$ cat src/rtl/mem_read_buffer_pkg.sv
// Shared defaults for the memory buffer blocks (read and write side).
package mem_read_buffer_pkg;

  localparam int DATAWIDTH_DEFAULT       = 32;
  localparam int ADDRESSWIDTH_DEFAULT    = 30;
  localparam int BYTEENABLEWIDTH_DEFAULT = 4;
  localparam int FIFODEPTH_DEFAULT       = 32;
  localparam int FIFODEPTH_LOG2_DEFAULT  = 5;

endpackage : mem_read_buffer_pkg

$ cat src/rtl/mem_read_fifo.sv
// Synchronous show-ahead FIFO with asynchronous clear.
// q always presents the oldest stored word (zero while empty).
// Pops on empty and pushes on full are dropped.
module mem_read_fifo #(
  parameter int WIDTH      = 32,
  parameter int DEPTH      = 32,
  parameter int DEPTH_LOG2 = 5,
  parameter int USE_MEMORY = 1
) (
  input  logic                  clk,
  input  logic                  reset,
  input  logic [WIDTH-1:0]      data,
  input  logic                  wrreq,
  input  logic                  rdreq,
  output logic [WIDTH-1:0]      q,
  output logic                  empty,
  output logic                  full,
  output logic [DEPTH_LOG2:0]   usedw
);

  localparam logic [DEPTH_LOG2-1:0] PTR_ONE = 1;
  localparam logic [DEPTH_LOG2:0]   CNT_ONE = 1;
  localparam logic [DEPTH_LOG2:0]   CNT_MAX = (DEPTH_LOG2 + 1)'(DEPTH);

  logic [DEPTH_LOG2-1:0] wr_ptr_q;
  logic [DEPTH_LOG2-1:0] rd_ptr_q;
  logic [DEPTH_LOG2:0]   usedw_q;
  logic                  wr_en;
  logic                  rd_en;
  logic [WIDTH-1:0]      head;

  assign empty = (usedw_q == '0);
  assign full  = (usedw_q == CNT_MAX);
  assign usedw = usedw_q;
  assign wr_en = wrreq & ~full;
  assign rd_en = rdreq & ~empty;

  // Pointer and occupancy bookkeeping.
  always_ff @(posedge clk or posedge reset) begin
    if (reset) begin
      wr_ptr_q <= '0;
      rd_ptr_q <= '0;
      usedw_q  <= '0;
    end else begin
      if (wr_en) wr_ptr_q <= wr_ptr_q + PTR_ONE;
      if (rd_en) rd_ptr_q <= rd_ptr_q + PTR_ONE;
      case ({wr_en, rd_en})
        2'b10:   usedw_q <= usedw_q + CNT_ONE;
        2'b01:   usedw_q <= usedw_q - CNT_ONE;
        default: usedw_q <= usedw_q;
      endcase
    end
  end

  if (USE_MEMORY != 0) begin : g_ram
    logic [WIDTH-1:0] mem [DEPTH];

    // Word storage, RAM style.
    // NOTE: the storage array has no reset so it can map onto a memory primitive; the empty mask on q hides stale contents.
    always_ff @(posedge clk) begin
      if (wr_en) mem[wr_ptr_q] <= data;
    end

    assign head = mem[rd_ptr_q];
  end else begin : g_reg
    logic [WIDTH-1:0] mem [DEPTH];

    // Word storage in flops, cleared with the rest of the FIFO.
    always_ff @(posedge clk or posedge reset) begin
      if (reset) begin
        for (int i = 0; i < DEPTH; i++) mem[i] <= '0;
      end else if (wr_en) begin
        mem[wr_ptr_q] <= data;
      end
    end

    assign head = mem[rd_ptr_q];
  end

  assign q = empty ? '0 : head;

endmodule : mem_read_fifo

$ cat src/rtl/mem_read_buffer.sv
// Avalon-MM pipelined read master that streams a word-aligned region into
// a show-ahead FIFO. Reads are throttled so that words already buffered
// plus reads still in flight never exceed the FIFO depth.
module mem_read_buffer
  import mem_read_buffer_pkg::*;
#(
  parameter int DATAWIDTH       = DATAWIDTH_DEFAULT,
  parameter int BYTEENABLEWIDTH = BYTEENABLEWIDTH_DEFAULT,
  parameter int ADDRESSWIDTH    = ADDRESSWIDTH_DEFAULT,
  parameter int FIFODEPTH       = FIFODEPTH_DEFAULT,
  parameter int FIFODEPTH_LOG2  = FIFODEPTH_LOG2_DEFAULT,
  parameter int FIFOUSEMEMORY   = 1
) (
  input  logic                       clk,
  input  logic                       reset,
  // control
  input  logic [ADDRESSWIDTH-1:0]    control_read_base,
  input  logic [ADDRESSWIDTH-1:0]    control_read_length,
  input  logic                       control_go,
  output logic                       control_done,
  // user drain side
  input  logic                       user_read_buffer,
  output logic [DATAWIDTH-1:0]       user_buffer_data,
  output logic                       user_data_available,
  // Avalon-MM read master
  output logic [ADDRESSWIDTH-1:0]    master_address,
  output logic                       master_read,
  output logic [BYTEENABLEWIDTH-1:0] master_byteenable,
  input  logic [DATAWIDTH-1:0]       master_readdata,
  input  logic                       master_readdatavalid,
  input  logic                       master_waitrequest
);

  // One extra bit so buffered + in-flight (each up to FIFODEPTH) cannot overflow.
  localparam int                    SUMW     = FIFODEPTH_LOG2 + 2;
  localparam logic [ADDRESSWIDTH-1:0] WORD_STEP = ADDRESSWIDTH'(BYTEENABLEWIDTH);
  localparam logic [FIFODEPTH_LOG2:0] PEND_ONE = 1;
  localparam logic [SUMW-1:0]         LIMIT    = SUMW'(FIFODEPTH);

  logic [ADDRESSWIDTH-1:0]   address_q, address_d;
  logic [ADDRESSWIDTH-1:0]   length_q,  length_d;
  logic [FIFODEPTH_LOG2:0]   pending_q, pending_d;
  logic [FIFODEPTH_LOG2:0]   fifo_used;
  logic                      fifo_empty;
  logic                      fifo_full;
  logic [SUMW-1:0]           in_use;
  logic                      accept;

  assign in_use = SUMW'(fifo_used) + SUMW'(pending_q);

  // fifo_full is implied by the in_use limit; it is kept as a direct guard.
  assign master_read       = (length_q != '0) && (in_use < LIMIT) && !fifo_full;
  assign master_address    = address_q;
  assign master_byteenable = '1;
  assign accept            = master_read & ~master_waitrequest;
  assign control_done      = (length_q == '0) && (pending_q == '0);

  // Next-state for the address/length window and the in-flight counter.
  // NOTE: combinational blocks use blocking '=' and assign defaults first so no latch is inferred; flops use '<=' only.
  always_comb begin
    address_d = address_q;
    length_d  = length_q;
    pending_d = pending_q;

    if (control_go && control_done) begin
      address_d = control_read_base;
      length_d  = control_read_length;
    end else if (accept) begin
      address_d = address_q + WORD_STEP;
      length_d  = length_q - WORD_STEP;
    end

    case ({accept, master_readdatavalid})
      2'b10:   pending_d = pending_q + PEND_ONE;
      2'b01:   pending_d = pending_q - PEND_ONE;
      default: pending_d = pending_q;
    endcase
  end

  // Control state registers.
  always_ff @(posedge clk or posedge reset) begin
    if (reset) begin
      address_q <= '0;
      length_q  <= '0;
      pending_q <= '0;
    end else begin
      address_q <= address_d;
      length_q  <= length_d;
      pending_q <= pending_d;
    end
  end

  mem_read_fifo #(
    .WIDTH      (DATAWIDTH),
    .DEPTH      (FIFODEPTH),
    .DEPTH_LOG2 (FIFODEPTH_LOG2),
    .USE_MEMORY (FIFOUSEMEMORY)
  ) u_fifo (
    .clk   (clk),
    .reset (reset),
    .data  (master_readdata),
    .wrreq (master_readdatavalid),
    .rdreq (user_read_buffer),
    .q     (user_buffer_data),
    .empty (fifo_empty),
    .full  (fifo_full),
    .usedw (fifo_used)
  );

  assign user_data_available = ~fifo_empty;

endmodule : mem_read_buffer

$ cat config.mk
export PLATFORM = sky130hd
export DESIGN_NAME = mem_read_buffer
export DESIGN_NICKNAME = d
export VERILOG_FILES = /design/src/rtl/mem_read_buffer_pkg.sv /design/src/rtl/mem_read_fifo.sv /design/src/rtl/mem_read_buffer.sv
export SDC_FILE = /design/constraint.sdc
export NUM_CORES = 1
export LEC_CHECK = 0
export ABC_AREA = 0
export BUFFER_PORTS_ARGS = -buffer_cell sky130_fd_sc_hd__buf_2
export CORE_ASPECT_RATIO = 0.6
export CORE_MARGIN = 5
export CORE_UTILIZATION = 35
export CTS_CLUSTER_SIZE = 20
export DETAILED_ROUTE_END_ITERATION = 8
export HOLD_SLACK_MARGIN = 0.02
export SYNTH_ARGS = -nofsm -noshare
export SYNTH_HDL_FRONTEND = slang
export SYNTH_SLANG_ARGS = --single-unit
$ cat constraint.sdc
create_clock -name clk -period 4.1 [get_ports clk]
set_clock_uncertainty 0.2 [all_clocks]
set_input_delay 0.615 -clock clk [delete_from_list [all_inputs] [get_ports clk]]
set_output_delay 0.615 -clock clk [all_outputs]
set_load 0.02 [all_outputs]
==> key figures, run 1 <==
Timing
  • Max Clock Freq: 250.1 MHz
  • Final setup fails: 0
  • Slew @ Worst Pin: 0.7928 ns
  • Fin. Hold Viols: 0
  • Final worst slack: 0.1020 ns
  • Period utilization: 0.9751
  • Hold WS: 0.07928 ns
  • Final Max Tran Viols: 0
  • Slew headroom: 0.4702
  • Crit path time final: 3.998 ns

Synth
  • Synthesized area: 43,930 um^2
  • Most common cell in the netlist: edfxtp_1
  • Top-area cell type share of the netlist area: 0.7000
  • Synth cell types: 66
  • Yosys reg bits: 1,106
  • Async SR Flop Fraction: 0.07414
  • Synthesized instance count: 2,118
  • Synth cell count leaders: edfxtp_1 (1,024), mux4_2 (320), dfrtp_1 (82)
  • Syn. warnings: 0
  • Register area share after synthesis: 0.7467
  • Top cells by area, synth: edfxtp_1 (70%), mux4_2 (16%), dfrtp_1 (4.7%)
  • Syn_area_per_cell: 20.74 um^2
  • Synth Flop Type: edfxtp_1
  • Largest area contributor in the netlist: edfxtp_1
  • Post-synth EDFFs: 1,024

Routing
  • DRC Markers: 0
  • Iter 0 DRT Violations: 2,530
  • Drt pass-1 iters: 5
  • Post-Route WL: 109,100 um
  • Post-route ant nets: 0
  • Wirelength per Cell: 25.85 um
  • Via/cell ratio: 5.354
  • Via Count: 22,594

CTS
  • Clock Path Buffers: 3
  • CTS tree: done
  • Clock transition at the registers of the reported paths: 0.07 ns
  • Cts bufs inserted: 98
  • CTS root buf: clkbuf_16
  • Htree depth: 3
  • Clock sinks: 1,106
  • Clk_lat worst skew: 0.70 ns

Critical path
  • Crit. End Element: output port
  • Crit start category: flop
  • CP max FO: 14
  • Critical path data required time: 3.28 ns
  • CP arrival: 3.18 ns
  • Crit Path Category: flop to output port

Die
  • Io pins: 167
  • Core Box Area: 124,400 um^2
  • Chip Height: 284.4 um
  • Die area: 132,900 um^2
  • Starting Density: 0.3532
  • # rows: 100
  • Chip width: 467.4 um

Cells and area
  • Net count, final: 2,573
  • Multi-input gate area: 10,650 um^2
  • Util after Layout: 0.4175
  • Fill cell count: 10,786
  • Non-filler cells, final: 4,220
  • Area grow syn2layout: 18.18%
  • Fin area: 51,920 um^2
  • Sequential cell area: 32,820 um^2
  • Share of layout cells above drive strength 1: 0.3240

Run
  • Max_cap viols: 0

GRT
  • Grt ovf: 0
  • GRT Overall Usage: 0.1615
  • Vias in the first global route: 23,035
  • Initial antenna violation count: 9
  • First-pass GRT wire length: 159,000 um
  • Largest net degree at the start of global routing: 60

Place
  • Place WS: 0.1764 ns
  • Port buffer count: 162
  • Placed inst area: 47,660 um^2
  • HPWL Detailed: 63,370 um
  • Gpl congestion: 0.8328
  • Placed instance count: 3,959

Power and ir drop
  • Max IR drop VDD: 0.0006780 V
  • Pleak: 17.31 nW
  • Power Density: 663.5 nW/um^2

Run status
  • Status: finished clean

Worst hold path
  • Hold Path Class: primary input to flop
==> what timing repair did <==
item / in CTS / in global routing
setup buffers: 4 / 2
resized for setup: 8 / 8
gates cloned: 3 / 6
hold buffers: 59 / 0
pin swaps: 0 / 1
setup endpoints to repair: 23 / 23
endpoints found under the hold margin: 77 / 0
==> final cells by class <==
type / instances / share of cell area
clock buffer: 113 / 0.04890
timing repair buffer: 344 / 0.05278
tap: 1683 / 0.04056
clock inverter: 68 / 0.01460
antenna: 6 / 0.0002892
inverter: 79 / 0.005736
sequential: 1106 / 0.6321
multi-input combinational: 821 / 0.2051
==> state kept, by name, summed over array words and instances (netlist names) <==
register          flops
u_fifo.rd_ptr_q       5
u_fifo.g_ram.mem   1024
pending_q             6
u_fifo.usedw          6
master_address       30
length_q             30
u_fifo.wr_ptr_q       5
==> through the flow <==
step / TNS [ns] / total power, W
finish: 0 / 0.03445
global route: -0.003050 / 0.03603
CTS: -0.03986 / 0.03460
detailed placement: 0 / 0.02480
global placement: 0 / 0.02461
floorplan: 0 / 0.02099
==> cells in the final DEF (no fill, tap or decap), types with 8 or more instances in the layout <==
cell | synthesis | routed
edfxtp_1 | 1024 | 1024
mux4_2 | 320 | 320
buf_2 | 9 | 161
clkbuf_16 | 0 | 103
buf_4 | 5 | 95
dfrtp_1 | 82 | 78
inv_1 | 77 | 75
nand2_1 | 75 | 74
dlygate4sd3_1 | 0 | 59
nor2_1 | 67 | 35
o22ai_1 | 36 | 34
nor2_4 | 0 | 32
nand4_1 | 26 | 26
xor2_1 | 26 | 26
nand3_1 | 26 | 26
ha_1 | 23 | 23
clkinv_2 | 0 | 21
a21oi_1 | 20 | 20
nor3_1 | 18 | 18
and3_1 | 16 | 16
o21ai_0 | 15 | 15
clkinv_1 | 1 | 15
bufinv_16 | 0 | 12
clkbuf_1 | 64 | 12
o21ai_1 | 11 | 11
and2_1 | 11 | 11
xnor2_1 | 11 | 11
nor4_1 | 10 | 10
clkinvlp_4 | 0 | 10
buf_12 | 0 | 9
and4_1 | 8 | 8
==> worst max-delay path, stage by stage, from the launching register on <==
cell	delay (ns)
dfrtp_4	0.51
buf_4	0.26
clkbuf_16	0.25
mux4_2	0.51
mux4_2	0.46
inv_1	0.09
o22ai_1	0.17
buf_2	0.22
==> where the power goes <==
group	switching [W]	internal [W]	total, W
sequential	0.000579	0.0132	0.0137
combinational	0.00598	0.00523	0.0112
clock	0.00423	0.00526	0.00949
==> worst paths after layout <==
check	cells past startpoint	end	slack [ns]	startpoint
min	3	length_q[23]	0.08	control_read_length[23]
min in group asynchronous	3	length_q[28]	0.24	reset
max reg2reg	13	pending_q[5]	0.22	length_q[21]
max in group asynchronous	4	master_address[10]	2.66	reset
min reg2reg	1	length_q[0]	0.25	length_q[0]
max	7	user_buffer_data[26]	0.10	u_fifo.rd_ptr_q[0]
==> routing by layer <==
layer / routed length, um / track usage / vias to the layer above
met5: 13 / 0 / -
met4: 1936 / 0.03611 / 2
met3: 8666 / 0.03599 / 139
met2: 49520 / 0.2417 / 950
met1: 48960 / 0.2424 / 12091
li1: - / - / 9412
==> logic make-up (layout without fill, tap and decap cells) <==
family,after synthesis,after routing,synth area share
AO/OA/AOI/OAI,123,123,0.01860
AND/OR/NAND/NOR,303,303,0.03623
buffers and inverters,194,604,0.01743
other,1,10,0.00008536
XOR/XNOR,37,37,0.007377
flip-flops,1106,1106,0.7467
adder cells (fa/ha/maj),25,25,0.007462
multiplexers,329,329,0.1662
Power figures use the tool's default switching activity.
==> inputs of run 2 (changes only) <==
ABC_AREA = 1   (was 0)
HOLD_SLACK_MARGIN = 0.06   (was 0.02)
==> run 2 against run 1 <==
First-iteration DRC count increased by 64%. Largest cell class unchanged. Via count increased by 46%. Global-route usage increased by 3.0 points. Clock power increased by 2%. Critical path type unchanged. Clock-buffer cell count increased by 17. Sequential power about the same. Non-clock buffer count increased by 3. Die area increased by 6.0%. Sequential share of layout area decreased by 2.6 points. Flip-flop and latch count unchanged.
==> key figures, run 2 <==
CTS
  • Clk_lat worst skew: 0.73 ns
  • Clock Path Buffers: 3
  • CTS tree: done
  • Cts bufs inserted: 101
  • CTS root buf: clkbuf_16
  • Clock sinks: 1,106
  • Htree depth: 3
  • Clock transition at the registers of the reported paths: 0.06 ns

Routing
  • Post-Route WL: 139,800 um
  • Iter 0 DRT Violations: 4,139
  • Via/cell ratio: 5.315
  • Via Count: 32,956
  • Wirelength per Cell: 22.54 um
  • Drt pass-1 iters: 7
  • Post-route ant nets: 0
  • DRC Markers: 0

Critical path
  • Reg-to-reg critical path startpoint: pending_q[4]
  • CP arrival: 3.16 ns
  • Critical path data required time: 3.28 ns
  • CP Cell Sequence: buf_4 -> nor2_1 -> nor2_1 -> o21ai_0 -> o211ai_1 -> nand3_1 -> nand2_1 -> nand2_1 -> nor2_1 -> buf_2
  • Cell mode on critical path: nor2_1
  • Worst path max stage delay: 0.64 ns
  • Crit Path Category: flop to output port
  • R2R setup slack: 0.62 ns
  • CP max FO: 46
  • R2r worst-path depth: 13
  • Crit start category: flop
  • Endpoint of the worst-slack reg-to-reg timing path: pending_q[4]
  • Slowest cell on the critical path: dfrtp_4
  • Crit. End Element: output port

Timing
  • Max Clock Freq: 251.4 MHz
  • Crit path time final: 3.977 ns
  • Slew headroom: 0.4016
  • Period utilization: 0.9700
  • Fin. Hold Viols: 0
  • Final Max Tran Viols: 0
  • Final setup fails: 0
  • Slew @ Worst Pin: 0.8976 ns
  • Unrepaired setup endpoints after global routing: true
  • Final worst slack: 0.1228 ns

Run
  • Max_cap viols: 0

Synth
  • Synth Flop Type: edfxtp_1
  • Largest area contributor in the netlist: edfxtp_1
  • Synthesized area: 46,630 um^2
  • Most common cell in the netlist: edfxtp_1
  • Synthesized instance count: 4,120
  • Async SR Flop Fraction: 0.07414
  • Yosys reg bits: 1,106
  • Synth cell count leaders: edfxtp_1 (1,024), nor2_1 (861), nand2_1 (670)
  • Top cells by area, synth: edfxtp_1 (66%), nor2_1 (6.9%), nand2_1 (5.4%)
  • Synth cell types: 36
  • Top-area cell type share of the netlist area: 0.6594
  • Syn. warnings: 0
  • Syn_area_per_cell: 11.32 um^2
  • Post-synth EDFFs: 1,024
  • Register area share after synthesis: 0.7034

GRT
  • GRT Overall Usage: 0.1919
  • First-pass GRT wire length: 203,600 um
  • Grt ovf: 0
  • Vias in the first global route: 29,975
  • Largest net degree at the start of global routing: 121
  • Initial antenna violation count: 8

Power and ir drop
  • Tot Pwr: 0.03752 W
  • Pleak: 19.18 nW
  • Max IR drop VDD: 0.0005738 V
  • Power Density: 692.8 nW/um^2

Worst hold path
  • Worst Hold Launch: control_read_length[14]
  • WHS Path Cells: 5
  • Worst Hold Endpoint: length_q[14]
  • Hold Path Class: primary input to flop

Cells and area
  • Area grow syn2layout: 16.13%
  • Biggest register: u_fifo.g_ram.mem
  • Net count, final: 4,445
  • Largest register FFs: 1,024
  • Most frequent cells in the layout: edfxtp_1 (1,024), nor2_1 (827), nand2_1 (670)
  • Share of layout cells above drive strength 1: 0.1154
  • Commonest non-fill, non-tap cell in the layout: edfxtp_1

Die
  • # rows: 103
  • Starting Density: 0.3534
  • Chip width: 481.2 um
  • Chip Height: 292.7 um
  • Die area: 140,900 um^2
  • Core Box Area: 132,000 um^2
  • Io pins: 167

Place
  • Gpl congestion: 0.8808
  • Place WS: 0.7151 ns
  • Port buffer count: 162
  • HPWL Detailed: 81,610 um

Run status
  • Status: finished clean
==> run 2: changes by cell type after synthesis, moves of 17 or more <==
cell,delta
buf_2,+67
inv_1,+17
nand3_1,+167
nand2_1,+595
nand3b_1,+21
mux4_2,-320
o211ai_1,+76
clkbuf_1,+75
buf_1,-21
o22ai_1,+99
nor2_1,+794
nand4_1,+28
o21ai_0,+477
a21oi_1,+18
==> run 2: worst max-delay path by stage <==
stage | start | to | slack [ns] | cells after the start
6_report | u_fifo.rd_ptr_q[0] | user_buffer_data[19] | 0.12 | 10
5_1_grt | u_fifo.rd_ptr_q[0] | user_buffer_data[6] | -0.06 | 10
4_1_cts | u_fifo.rd_ptr_q[0] | user_buffer_data[4] | 0.02 | 9
3_5_place_dp | pending_q[4] | pending_q[3] | 0.72 | 13
3_3_place_gp | pending_q[4] | pending_q[4] | 0.76 | 13
2_1_floorplan | u_fifo.wr_ptr_q[2] | u_fifo.g_ram.mem[19][0] | 0.42 | 4
==> run 2: final cells by class <==
type                    count  area (um^2)
inverters                  99        407.9
clock inverters            60        696.9
multi-input cells        2667        12610
well taps                1785         2233
diodes                      7        17.52
repair buffers            347         2735
flip-flops and latches   1106        32810
fillers                 12396        77810
clock buffers             130         2636
==> run 2: where the power goes <==
part	switching (W)	internal [W]	total [W]
logic	0.00988	0.00420	0.0141
registers	0.000565	0.0132	0.0138
clock network	0.00434	0.00534	0.00968
total	0.0148	0.0227	0.0375
==> run 2: through the flow <==
step | hold WS [ns] | instances | cell area (um^2) | setup TNS (ns) | utilization
after floorplan | 0.2572 | 4123 | 46640 | 0 | -
after global placement | 0.2639 | 5955 | 50250 | 0 | 0.3807
after detailed placement | 0.2904 | 5955 | 50250 | 0 | 0.3807
after CTS | 0.06146 | 6190 | 54030 | 0 | 0.4094
after global routing | 0.1099 | 6200 | 54150 | -0.1989 | 0.4103
final | 0.1134 | 6201 | 54150 | 0 | 0.4104
==> run 2: cell families (layout without fill, tap and decap cells) <==
family	count (synthesis)	in the layout	synth area share
simple gates	1831	1831	0.1593
flops	1106	1106	0.7034
compound gates	761	761	0.08956
buf+inv	350	636	0.03198
xor+xnor	46	46	0.008640
fa+ha+maj	25	25	0.007030
other cells	1	11	0.00008042
==> run 2: metal layers <==
| layer | global-route usage | vias up | share of wire |
|---|---|---|---|
| met2 | 0.2595 | 1697 | 0.41 |
| met5 | 0 | - | 0 |
| met1 | 0.3070 | 16109 | 0.47 |
| li1 | - | 14957 | - |
| met4 | 0.05192 | 0 | 0.023 |
| met3 | 0.04120 | 193 | 0.11 |
==> run 2: what timing repair did <==
action | in CTS | in global routing
setup buffers | 0 | 3
endpoints found under the setup margin | 0 | 22
hold buffers | 45 | 0
hold endpoints to repair | 83 | 0
resized for setup | 0 | 11
==> run 2: worst max-delay path: cells and delay by family (launching register included) <==
kind / cells / cell delay (ns)
and+or+nand+nor: 6 / 0.83
DFF: 1 / 0.64
AOI/OAI and AO/OA: 2 / 0.18
buffers and inverters: 2 / 0.72
